==> src/rtl/unidade_de_controle.sv <==
// ---------------------------------------------------------------------------
// unidade_de_controle -- SAP-1 control sequencer
//
// A one-hot ring (T1..T6) sequences the fetch phase (T1..T3) and the execute
// phase (T4..T6) of every instruction. A HLT opcode diverts the ring into a
// terminal HALT state that only CLR can leave. Every control strobe is a
// purely combinational decode of (state, opcode), gated by CLR.
//
// There is no handshake here. The datapath consumes the strobes in the same
// cycle they are asserted. The sequencer advances unconditionally, one state
// per rising CLK edge.
//
// Ports
//   CLK     in   1  system clock, rising edge
//   CLR     in   1  synchronous active-low reset (also gates all outputs low)
//   opcode  in   4  IR upper nibble, decoded live during T4..T6
//   Cp Ep Ej                          out  PC increment / drive bus / load
//   Eu Add Sub AndOp OrOp XorOp NotOp out  ALU drive bus and operation select
//   La Ea Lb                          out  accumulator load / drive, B load
//   Lm CE L1 Ei L0                    out  MAR load, RAM drive, IR load,
//                                          IR operand drive, output load
// ---------------------------------------------------------------------------
module unidade_de_controle (
  input  logic       CLK,
  input  logic       CLR,
  input  logic [3:0] opcode,
  output logic       Cp,
  output logic       Ep,
  output logic       Ej,
  output logic       Eu,
  output logic       Add,
  output logic       Sub,
  output logic       AndOp,
  output logic       OrOp,
  output logic       XorOp,
  output logic       NotOp,
  output logic       La,
  output logic       Ea,
  output logic       Lb,
  output logic       Lm,
  output logic       CE,
  output logic       L1,
  output logic       Ei,
  output logic       L0
);

  typedef enum logic [6:0] {
    T1   = 7'b0000001,
    T2   = 7'b0000010,
    T3   = 7'b0000100,
    T4   = 7'b0001000,
    T5   = 7'b0010000,
    T6   = 7'b0100000,
    HALT = 7'b1000000
  } state_t;

  localparam logic [3:0] OP_LDA = 4'b0000;
  localparam logic [3:0] OP_OUT = 4'b0001;
  localparam logic [3:0] OP_ADD = 4'b0100;
  localparam logic [3:0] OP_SUB = 4'b0101;
  localparam logic [3:0] OP_AND = 4'b0110;
  localparam logic [3:0] OP_OR  = 4'b0111;
  localparam logic [3:0] OP_XOR = 4'b1000;
  localparam logic [3:0] OP_NOT = 4'b1001;
  localparam logic [3:0] OP_JMP = 4'b1010;
  localparam logic [3:0] OP_HLT = 4'b1111;

  // Kept as a named signal so checkers can bind to the current ring position.
  state_t state;
  state_t state_next;

  // Two-operand ALU ops share the same memory-operand fetch in T4/T5.
  logic is_alu2;
  assign is_alu2 = (opcode == OP_ADD) || (opcode == OP_SUB) ||
                   (opcode == OP_AND) || (opcode == OP_OR)  ||
                   (opcode == OP_XOR);

  // State register
  always_ff @(posedge CLK) begin
    if (!CLR) begin
      state <= T1;
    end else begin
      state <= state_next;
    end
  end

  // Next-state logic
  always_comb begin
    state_next = T1;
    case (state)
      T1:      state_next = T2;
      T2:      state_next = T3;
      T3:      state_next = T4;
      // HLT leaves the ring right after its (empty) T4.
      T4:      state_next = (opcode == OP_HLT) ? HALT : T5;
      T5:      state_next = T6;
      T6:      state_next = T1;
      HALT:    state_next = HALT;
      default: state_next = T1;
    endcase
  end

  // Output decode. CLR low forces every strobe low, whatever the state.
  always_comb begin
    Cp    = 1'b0;
    Ep    = 1'b0;
    Ej    = 1'b0;
    Eu    = 1'b0;
    Add   = 1'b0;
    Sub   = 1'b0;
    AndOp = 1'b0;
    OrOp  = 1'b0;
    XorOp = 1'b0;
    NotOp = 1'b0;
    La    = 1'b0;
    Ea    = 1'b0;
    Lb    = 1'b0;
    Lm    = 1'b0;
    CE    = 1'b0;
    L1    = 1'b0;
    Ei    = 1'b0;
    L0    = 1'b0;
    if (CLR) begin
      case (state)
        T1: begin
          Ep = 1'b1;
          Lm = 1'b1;
        end
        T2: begin
          Cp = 1'b1;
        end
        T3: begin
          CE = 1'b1;
          L1 = 1'b1;
        end
        T4: begin
          if (opcode == OP_LDA || is_alu2) begin
            Ei = 1'b1;
            Lm = 1'b1;
          end else if (opcode == OP_OUT) begin
            Ea = 1'b1;
            L0 = 1'b1;
          end else if (opcode == OP_JMP) begin
            Ei = 1'b1;
            Ej = 1'b1;
          end
        end
        T5: begin
          if (opcode == OP_LDA) begin
            CE = 1'b1;
            La = 1'b1;
          end else if (is_alu2) begin
            CE = 1'b1;
            Lb = 1'b1;
          end
        end
        T6: begin
          if (is_alu2 || opcode == OP_NOT) begin
            Eu = 1'b1;
            La = 1'b1;
          end
          Add   = (opcode == OP_ADD);
          Sub   = (opcode == OP_SUB);
          AndOp = (opcode == OP_AND);
          OrOp  = (opcode == OP_OR);
          XorOp = (opcode == OP_XOR);
          NotOp = (opcode == OP_NOT);
        end
        default: ;
      endcase
    end
  end

endmodule

==> config.mk <==
export PLATFORM = sky130hd
export DESIGN_NAME = unidade_de_controle
export DESIGN_NICKNAME = d
export VERILOG_FILES = /design/src/rtl/unidade_de_controle.sv
export SDC_FILE = /design/constraint.sdc
export NUM_CORES = 1
export LEC_CHECK = 0
export ABC_AREA = 1
export BUFFER_PORTS_ARGS = -buffer_cell sky130_fd_sc_hd__buf_2
export CAP_MARGIN = 20
export CORE_MARGIN = 4
export CORE_UTILIZATION = 30
export DETAILED_ROUTE_END_ITERATION = 8
export GPL_TIMING_DRIVEN = 0
export PLACE_DENSITY = 0.54
export SLEW_MARGIN = 20
export SYNTH_ARGS = -nofsm -noshare
export SYNTH_HDL_FRONTEND = slang
export SYNTH_SLANG_ARGS = --single-unit
==> constraint.sdc <==
create_clock -name CLK -period 1.4 [get_ports CLK]
set_input_delay 0.28 -clock CLK [delete_from_list [all_inputs] [get_ports CLK]]
set_output_delay 0.28 -clock CLK [all_outputs]
set_load 0.05 [all_outputs]
==> summary.md <==
| Metric | Value |
|---|---|
| Die ar. | `between 2000 and 3000 µm²` |
| Detail Placement HPWL | `around 1200 µm` |
| Max-Cap Viols | `0` |
| Slew Limit Fails | `0` |
| Final WL | `between 1500 and 2000 µm` |
| CP required | `1.12 ns` |
| Routed WL per cell | `around 11 µm` |
| Setup crit start kind | `flop` |
| H-tree levels | `1` |
| Core Footprint | `between 1500 and 2000 µm²` |
| CP bufs+invs | `1` |
| Worst hold margin | `slightly above 0.3 ns` |
| Starting Density | `31.83%` |
| Site Rows | `15` |
| Reg-to-reg slack, setup | `about 0.07 ns` |
| Synth Area in Compound Gates | `6.081%` |
| PortBufs | `23` |
| Max stage delay cell, worst path | `dfxtp_2` |
| Syn avg cell area | `between 5 and 6 µm²` |
| Final hold violations | `0` |
| Clock Tree Buf Depth | `2` |
| Worst-Margin Slew | `between 0.3 and 0.4 ns` |
| Boundary Pins | `24` |
| CP Class | `reg2out` |
| Dominant cell type by area after synthesis | `dfxtp_1` |
| Synth top area cells | `dfxtp_1, nor2_1, nand2_1` |
| Placed cell count | `143` |
| Critical Path AT | `1.55 ns` |
| CP endpoint kind | `primary output` |
| Unrepaired setup endpoints after global routing | `true` |
| FF-to-FF End | `state[6]$_SDFF_PN0_` |
| Gr usage total | `~15%` |
| Initial antenna violation count | `0` |
| Most frequent CP cell | `nor2_4` |
| Non-filler cells in the finished layout | `160` |
| Clk root buf | `clkbuf_4` |
| Layout area overhead | `107.9%` |
| Final period utilization | `131.0%` |
| Die height | `between 50 and 60 µm` |
| Clock sinks | `7` |
| Netlist cell types | `18` |
| Crit path capture | `Add` |
| Setup Viol. Count Final | `18` |
| Leakage | `0.0004983 µW` |
| Later-pin clock latency in the skew report | `~0.26 ns` |
| Crit-path cells | `nor2_4 -> nand4_1 -> nor2_4 -> nand2_4 -> nor3_4 -> buf_6` |
| Synth Register Bits | `7` |
| Vias in the first global route | `about 700` |
| Post-synth top area share | `between 20% and 30%` |
| Final Skew | `around 0.0011 ns` |
| Via density | `around 4.6` |
| Mux cell area share after synthesis | `0%` |
| Largest net degree at the start of global routing | `10` |
| Crit path depth | `6` |
| Yosys warns | `0` |
| Final antenna-violating net count | `0` |
| Violated checks | `setup timing` |
| Cts hold-fix bufs | `0` |
| Max Freq | `around 550 MHz` |
| Congestion Overflow GR | `0` |
| Clk pin slew, worst setup/hold paths | `0.05 ns` |
| Share of cells above drive strength 1 | `roughly 71%` |
| First-pass GRT wire length | `slightly above 3000 µm` |
| CTS tree | `yes` |
| Antenna diodes | `0` |
| Synthesized instance count | `95` |
| Final Critical Period | `between 1.5 and 2 ns` |
| Adder-cell share of the synthesized area | `0%` |
| CTS Buf Count | `3` |
| Die Wd | `a little over 50 µm` |
| Worst setup path startpoint | `state[0]$_SDFF_PN1_` |
| Largest family of logic cells by synthesized area | `simple AND/OR/NAND/NOR gates` |
| Largest regs | `state: 7 flops` |
| Final worst slack | `-0.4340 ns` |
| DR vias | `between 700 and 800` |
| Crit Path Max Fanout | `4` |
| Biggest register | `state` |
| Max reg flops | `7` |
| Syn nets | `~100` |
| Max_slew headroom | `77.63%` |
| Routability Congestion | `approximately 0.80` |
| Hold Path Origin | `CLR` |
| Outcome | `complete, but fails checks` |
| # DRC | `0` |
| Seq/Total Area, Yosys | `approximately 25%` |
| Placed Area | `~800 µm²` |
| Largest stage delay, worst path | `approximately 0.34 ns` |
| 1st-iter DRT viols | `10` |
| Worst VDD drop | `between 400 and 500 µV` |
| Hold Path Class | `in2reg` |
| 1st-pass router iterations | `4` |
| CP top delay family | `simple AND/OR/NAND/NOR gates` |
| Final Cell Area | `between 1000 and 1500 µm²` |
| Depth of the most critical reg-to-reg path | `9` |
| Post-Synth Simple-Gate Area | `a little under three fifths` |
| Mapped Area | `between 500 and 600 µm²` |
| # nets final | `~140` |
| PD cells | `slightly below 600 nW/µm²` |
| R2r startpoint | `state[6]$_SDFF_PN0_` |
| XOR/XNOR Fraction of Synth Area | `0%` |
## cells by family (layout without fill, tap and decap cells)
| logic type | Yosys count | in the layout |
|---|---|---|
| flops | 7 | 7 |
| simple gates | 66 | 66 |
| buf+inv | 16 | 56 |
| compound gates | 6 | 6 |
## layout by cell type (no fill, tap or decap)
| cell | synthesis | final |
|---|---|---|
| buf_8 | 0 | 7 |
| o21ai_2 | 0 | 1 |
| nand2_4 | 0 | 2 |
| nand2_2 | 2 | 7 |
| nand2_1 | 18 | 11 |
| nor2_1 | 28 | 15 |
| nand3_1 | 4 | 3 |
| nor4_4 | 0 | 1 |
| o21ai_4 | 0 | 3 |
| nor2_2 | 5 | 7 |
| a21oi_2 | 1 | 1 |
| nand4_1 | 1 | 1 |
| o21ai_0 | 1 | 1 |
| nor2_4 | 2 | 13 |
| inv_2 | 6 | 11 |
| nor3_2 | 2 | 1 |
| nor3_1 | 2 | 1 |
| buf_4 | 1 | 14 |
| clkbuf_4 | 0 | 3 |
| buf_6 | 0 | 11 |
| nor3_4 | 0 | 2 |
| dfxtp_2 | 0 | 5 |
| inv_1 | 9 | 4 |
| nand3_2 | 1 | 2 |
| buf_2 | 0 | 5 |
| clkbuf_1 | 0 | 1 |
| dfxtp_1 | 7 | 2 |
## final cells by class
cell class | instances | area, µm²
clock buffers | 4 | 26.28
well taps | 25 | 31.28
plain buffers | 1 | 7.507
inverters | 15 | 56.30
multi-input cells | 72 | 535.5
repair buffers | 36 | 351.6
fillers | 153 | 590.6
flip-flops and latches | 7 | 146.4
## power breakdown
group	internal, µW	leakage, µW	switching [µW]
Combinational	96.4	0.000425	165
Clock	109	0.0000150	80.5
Sequential	213	0.0000588	14.8
## how the worst min path moves through the flow
stage	end	cells after the start	slack, ns
floorplan	state[0]$_SDFF_PN1_	1	0.37
global placement	state[0]$_SDFF_PN1_	2	0.55
detailed placement	state[0]$_SDFF_PN1_	2	0.55
CTS	state[0]$_SDFF_PN1_	2	0.31
global route	state[0]$_SDFF_PN1_	2	0.30
finish	state[0]$_SDFF_PN1_	2	0.31
## what timing repair did
item | CTS | global route
pin swaps | 6 | 5
cloned | 0 | 0
setup endpoints to repair | 18 | 18
resized for setup | 60 | 11
setup buffers | 6 | 7
## metrics by stage
step | util (%) | setup WS (ns) | total power (µW) | setup TNS (ns)
2_1_floorplan | - | -0.5318 | 376.2 | -2.199
3_3_place_gp | 46.81 | -0.3895 | 419.0 | -3.555
3_5_place_dp | 46.81 | -0.3737 | 421.1 | -3.593
4_1_cts | 61.22 | -0.3995 | 643.8 | -5.778
5_1_grt | 66.16 | -0.5377 | 733.0 | -8.418
6_report | 66.16 | -0.4340 | 678.8 | -6.702
## cell usage after synthesis
| master | count |
|---|---|
| nand2_1 | 18 |
| buf_4 | 1 |
| inv_1 | 9 |
| o21ai_0 | 1 |
| nand3_2 | 1 |
| nor4_2 | 1 |
| o21ai_1 | 4 |
| nand2_2 | 2 |
| nor2_2 | 5 |
| nand3_1 | 4 |
| inv_2 | 6 |
| nor3_1 | 2 |
| dfxtp_1 | 7 |
| nor3_2 | 2 |
| nor2_4 | 2 |
| a21oi_2 | 1 |
| nand4_1 | 1 |
| nor2_1 | 28 |
## per-layer routing
layer  routed length, µm  up-vias  GRT usage (%)
li1                    -      376              -
met3                  65        3          2.041
met5                   0        -              0
met1                 771      333          17.78
met2                 964       16          27.47
met4                  27        0          8.072
## worst reg2reg max path, delay by kind of cell (launching register included)
kind	cells	cell delay, ns
buf+inv	3	0.33
simple gates	6	0.53
flops	1	0.37
No activity file was read; power rests on OpenSTA's default activity.
